<file path="src/rtl/encrypt_dispatch.sv">
// Nonce-search sequencer: issues {header,nonce} to the encrypt pipeline, matches returned digests to in-order tags.
// enc_read 1 cycle after start, found_valid 1 cycle after the hitting enc_write; a pending hit holds until found_ready.
module encrypt_dispatch #(
  parameter int DIGEST_BITS  = 256,
  parameter int NONCE_BITS   = 32,
  parameter int ISSUE_GAP    = 10,
  parameter int MAX_INFLIGHT = 8
) (
  input  logic                              clk,
  input  logic                              rst_n,
  input  logic                              start,
  input  logic                              abort,
  input  logic [DIGEST_BITS-NONCE_BITS-1:0] header,
  input  logic [NONCE_BITS-1:0]             nonce_start,
  input  logic [NONCE_BITS-1:0]             nonce_end,
  input  logic [DIGEST_BITS-1:0]            target,
  output logic [DIGEST_BITS-1:0]            enc_in,
  output logic                              enc_read,
  input  logic [DIGEST_BITS-1:0]            enc_out,
  input  logic                              enc_write,
  output logic                              found_valid,
  output logic [NONCE_BITS-1:0]             found_nonce,
  output logic [DIGEST_BITS-1:0]            found_digest,
  input  logic                              found_ready,
  output logic                              busy,
  output logic                              done,
  output logic                              exhausted,
  output logic                              err
);

  localparam int HDR_BITS = DIGEST_BITS - NONCE_BITS;
  localparam int PTR_BITS = (MAX_INFLIGHT > 1) ? $clog2(MAX_INFLIGHT) : 1;
  localparam int CNT_BITS = $clog2(MAX_INFLIGHT + 1);
  localparam int GAP_BITS = (ISSUE_GAP > 1) ? $clog2(ISSUE_GAP) : 1;
  localparam logic [GAP_BITS-1:0] GAP_RELOAD = GAP_BITS'(ISSUE_GAP - 1);
  localparam logic [CNT_BITS-1:0] MAX_CNT    = CNT_BITS'(MAX_INFLIGHT);

  typedef enum logic [1:0] {IDLE, ISSUE, DRAIN, DONE} state_t;

  state_t                  state;
  logic [HDR_BITS-1:0]     header_q;
  logic [NONCE_BITS-1:0]   nonce_end_q;
  logic [NONCE_BITS-1:0]   nonce_ctr;
  logic [DIGEST_BITS-1:0]  target_q;
  logic [GAP_BITS-1:0]     gap;
  logic [NONCE_BITS-1:0]   tag_mem [2**PTR_BITS];
  logic [PTR_BITS-1:0]     wr_ptr;
  logic [PTR_BITS-1:0]     rd_ptr;
  logic [CNT_BITS-1:0]     inflight;

  logic                    launch;
  logic                    pop;
  logic                    orphan;
  logic                    hit;
  logic                    issue;
  logic                    last;
  logic [HDR_BITS-1:0]     hdr_sel;
  logic [NONCE_BITS-1:0]   nonce_sel;
  logic [NONCE_BITS-1:0]   end_sel;

  // The first nonce goes out on the start edge itself, straight from the input ports.
  assign launch    = (state == IDLE) && start;
  assign hdr_sel   = launch ? header      : header_q;
  assign nonce_sel = launch ? nonce_start : nonce_ctr;
  assign end_sel   = launch ? nonce_end   : nonce_end_q;
  assign last      = (nonce_sel == end_sel);

  assign pop    = enc_write && (inflight != '0);
  assign orphan = enc_write && (inflight == '0);
  assign hit    = pop && (state == ISSUE) && !found_valid && !abort && (enc_out < target_q);
  assign issue  = launch ||
                  ((state == ISSUE) && (gap == '0) && (inflight < MAX_CNT) && !abort && !hit);

  always_ff @(posedge clk) begin
    if (!rst_n) begin
      state        <= IDLE;
      header_q     <= '0;
      nonce_end_q  <= '0;
      nonce_ctr    <= '0;
      target_q     <= '0;
      gap          <= '0;
      wr_ptr       <= '0;
      rd_ptr       <= '0;
      inflight     <= '0;
      enc_in       <= '0;
      enc_read     <= 1'b0;
      found_valid  <= 1'b0;
      found_nonce  <= '0;
      found_digest <= '0;
      busy         <= 1'b0;
      done         <= 1'b0;
      exhausted    <= 1'b0;
      err          <= 1'b0;
    end else begin
      enc_read <= issue;
      done     <= 1'b0;

      if (issue) begin
        enc_in          <= {hdr_sel, nonce_sel};
        tag_mem[wr_ptr] <= nonce_sel;
        wr_ptr          <= wr_ptr + 1'b1;
        nonce_ctr       <= nonce_sel + 1'b1;
        gap             <= GAP_RELOAD;
      end else if (gap != '0) begin
        gap <= gap - 1'b1;
      end

      if (pop) rd_ptr <= rd_ptr + 1'b1;
      inflight <= inflight + CNT_BITS'(issue) - CNT_BITS'(pop);

      if (found_valid && found_ready) found_valid <= 1'b0;

      case (state)
        IDLE: begin
          if (start) begin
            header_q    <= header;
            nonce_end_q <= nonce_end;
            target_q    <= target;
            exhausted   <= last;
            err         <= 1'b0;
            busy        <= 1'b1;
            state       <= last ? DRAIN : ISSUE;
          end
        end
        ISSUE: begin
          if (issue && last) begin
            exhausted <= 1'b1;
            state     <= DRAIN;
          end else if (abort || hit) begin
            state <= DRAIN;
          end
        end
        DRAIN: begin
          if ((inflight == '0) && !found_valid) state <= DONE;
        end
        DONE: begin
          state <= IDLE;
          busy  <= 1'b0;
          done  <= 1'b1;
        end
        default: state <= IDLE;
      endcase

      if (hit) begin
        found_valid  <= 1'b1;
        found_nonce  <= tag_mem[rd_ptr];
        found_digest <= enc_out;
        exhausted    <= 1'b0;
      end

      // Results with no matching tag are dropped; flag them even if start clears err this cycle.
      if (orphan) err <= 1'b1;
    end
  end

endmodule

</file>
<file path="config.mk">
export PLATFORM = sky130hd
export DESIGN_NAME = encrypt_dispatch
export DESIGN_NICKNAME = d
export VERILOG_FILES = /design/src/rtl/encrypt_dispatch.sv
export SDC_FILE = /design/constraint.sdc
export NUM_CORES = 2
export LEC_CHECK = 0
export CAP_MARGIN = 10
export CORE_AREA = 2 2 531 533
export DETAILED_ROUTE_END_ITERATION = 10
export DIE_AREA = 0 0 533 535
export PLACE_DENSITY = 0.4
export SYNTH_ARGS = -nofsm -noshare
export SYNTH_HDL_FRONTEND = slang
export SYNTH_SLANG_ARGS = --single-unit
</file>
<file path="constraint.sdc">
create_clock -name clk -period 16.7 [get_ports clk]
set_clock_uncertainty 0.1 [all_clocks]
set_input_delay 1.67 -clock clk [delete_from_list [all_inputs] [get_ports clk]]
set_output_delay 1.67 -clock clk [all_outputs]
set_load 0.02 [all_outputs]
</file>
==> reports/results.txt <==
Status: complete, no violations
Iter 0 DRT Violations: 2952
Port Buffers: 1355
MaxCap Viol Count: 0
Syn Nets: 7227
RSZ-0062 raised after global routing: false
Reg2reg end: enc_in[140]
Largest stage delay on the critical path: 0.84 ns
Clock root buffer master: clkbuf_16
Final worst-path setup slack: 9.01 ns
Die Y: 535 µm
PwrDens: 131 nW/µm²
GRT met2 Usage: 32.3%
Worst Min Path Start: found_digest[101]
CTS-repair resized insts: 0
Top cells by area, synth: dfxtp_1 39%, edfxtp_1 13%, nand2_1 12%
Sequential share of the synthesized area: 52.2%
Worst setup EP type: flop
Pre-CTS WS: 7.96 ns
Via density: 4.31
Starting Density: 20.5%
WHS: 0.351 ns
Via count: 48500
Tot GR Track Use: 18.5%
Worst Setup Start Kind: input port
Met1 Use GR: 21.0%
Clock-pin slew on the worst setup and hold paths: 0.06 ns
Crit path cell chain: clkdlybuf4s50_1 > ha_1 > nand4_1 > nor4_1 > nand3_1 > nor4_1 > nand4b_1 > o21ai_4 > buf_12 > buf_4 > buf_4 > nand2_1 > a21oi_1
Met3 usage: 5.89%
Post-route ant nets: 0
Slowest stage cell, crit path: buf_4
Vias in the first global route: 48500
Worst r2r src: target_q[2]
NetSw: 0.00346 W
Mapped Area: 57300 µm²
Layout cells sized above 1: 6.03%
Warnings, synthesis: 0
Top-area cell type share of the netlist area: 38.8%
P&R area growth vs syn: 39.8%
Cell type with the largest total area after synthesis: dfxtp_1
Slew at the pin with the worst max-slew slack: 1.33 ns
CTS tree: built
Synth Area per Inst: 9.31 µm²
Ys async rst share: 0%
Hold Buf Count CTS: 0
H-tree levels: 4
Combinational Power Share: 26.4%
Commonest cells after routing, fill and taps aside: 1793 x nand2_1, 1354 x clkdlybuf4s50_1, 1107 x dfxtp_1, 880 x a21oi_1, 291 x inv_1
Internal power: 0.00705 W
Power share of the sequential group: 38.4%
Ys flop type: dfxtp_1
Hold depth: 2
VDD IR max: 73.2 µV
Critical path required time: 17.32 ns
DP Wirelength: 209000 µm
Clock latency at the later pin of the worst-skew pair: 0.84 ns
Synth Instances: 6151
Hold Path Class: flop to flop
Rel. slew slack: 11.5%
DIE AREA: 285000 µm²
GP Congestion: 0.951
Yosys reg bits: 1366
Clk sink count: 1366
Pins over their slew limit: 0
Core Area: 279000 µm²
Die X: 533 µm
# DRC: 0
Hold EP: found_digest[101]
Most common cell after layout, fill and taps aside: nand2_1
Final number of setup-violating endpoints: 0
Post-synth EDFFs: 256
Clk buf depth: 4
R2r setup slk: 10.25 ns
Busiest grt layer: met2
Post-DR wirelength/cell: 24.5 µm
Fin. Hold Viols: 0
Worst r2r path cells: 14
Crit Path Category: input port to flop
Total CTS buffers: 173
First-pass GRT wire length: 379000 µm
Clock Power Share: 35.2%
Largest net degree at the start of global routing: 207
Peak Freq: 130 MHz
Net Sw Frac: 32.9%
Final Cycle Share: 46.1%
Synth cell types: 67
Floorplan row count: 194
Post-CTS setup buffer count: 0
Sum of negative setup slack: 0 ns
Drt total wl: 276000 µm
I/O pin cnt: 1356
Min Tclk post-route: 7.69 ns
Initial antenna violation count: 122
Crit path DAT: 8.32 ns
First-pass iteration count of the detailed router: 6
GRT overflow: 0
Net count, final: 8436
Leakage: 29.0 nW
Crit Path Max Fanout: 129
-- layout make-up --
type	count	area, µm²
clock buffer	239	4930
tap	3724	4660
sequential	1366	29900
clock inverter	66	573
antenna	62	155
timing repair buffer	1405	14000
fill	29500	199000
inverter	293	1110
multi-input combinational	4121	24700
-- per-stage QoR --
stage / total power, W / area (µm²) / cells / util [%]
2_1_floorplan: 0.00565 / 57300 / 6151 / -
3_3_place_gp: 0.00690 / 74400 / 10900 / 26.7
3_5_place_dp: 0.00693 / 74400 / 10900 / 26.7
4_1_cts: 0.0107 / 79900 / 11200 / 28.7
5_1_grt: 0.0111 / 80000 / 11200 / 28.7
6_report: 0.0105 / 80100 / 11300 / 28.7
-- per-layer routing --
layer / wire (µm) / part of all wire [%]
met5: 263 / 0.095
met4: 11700 / 4.2
met3: 21800 / 7.9
met2: 135000 / 49
met1: 107000 / 39
-- logic make-up after synthesis --
| family | Yosys count | share of synthesized area, % |
|---|---|---|
| buf+inv | 664 | 4.80 |
| xor+xnor | 81 | 1.24 |
| compound gates | 1064 | 9.91 |
| mux | 407 | 9.01 |
| fa+ha+maj | 270 | 5.91 |
| simple gates | 2299 | 16.9 |
| flops | 1366 | 52.2 |
-- critical path, delay by kind of cell --
family                     cells  cell delay (ns)
buffers and inverters          4             2.67
and+or+nand+nor                6             2.41
AOI/OAI and AO/OA              2             0.62
adders and majority gates      1             0.47
-- state kept, by name, summed over array words and instances, names as in the netlist, 32 cells and up --
signal and cells:
target_q 256, nonce_ctr 32, nonce_end_q 32, found_digest 256
tag_mem 256, enc_in 256, header_q 224, found_nonce 32
-- worst max-delay path by stage --
stage / slack (ns) / endpoint / from / cells past startpoint
after floorplan: 8.81 / tag_mem[1][0] / enc_out[188] / 11
after global placement: 7.41 / enc_in[140] / enc_out[2] / 14
after detailed placement: 7.96 / enc_in[140] / enc_out[2] / 14
after CTS: 8.85 / found_digest[64] / enc_out[255] / 13
after global routing: 8.60 / found_digest[75] / enc_out[255] / 13
final: 9.01 / found_digest[63] / enc_out[255] / 13
-- power by group through the flow --
stage	Sequential, W	Combinational, W	Clock, W
after floorplan	0.00420	0.00145	0
after global placement	0.00410	0.00280	0
after detailed placement	0.00411	0.00282	0
after CTS	0.00404	0.00283	0.00383
after global routing	0.00409	0.00303	0.00394
final	0.00404	0.00277	0.00370
-- synth_stat cells (64+ instances only) --
master,n
nand2_1,1794
dfxtp_1,1110
a21oi_1,880
inv_1,292
clkbuf_1,282
ha_1,269
edfxtp_1,256
and2_1,230
mux2_1,180
mux2i_1,114
nor2_1,80
mux4_2,64
Power figures use the tool's default switching activity.
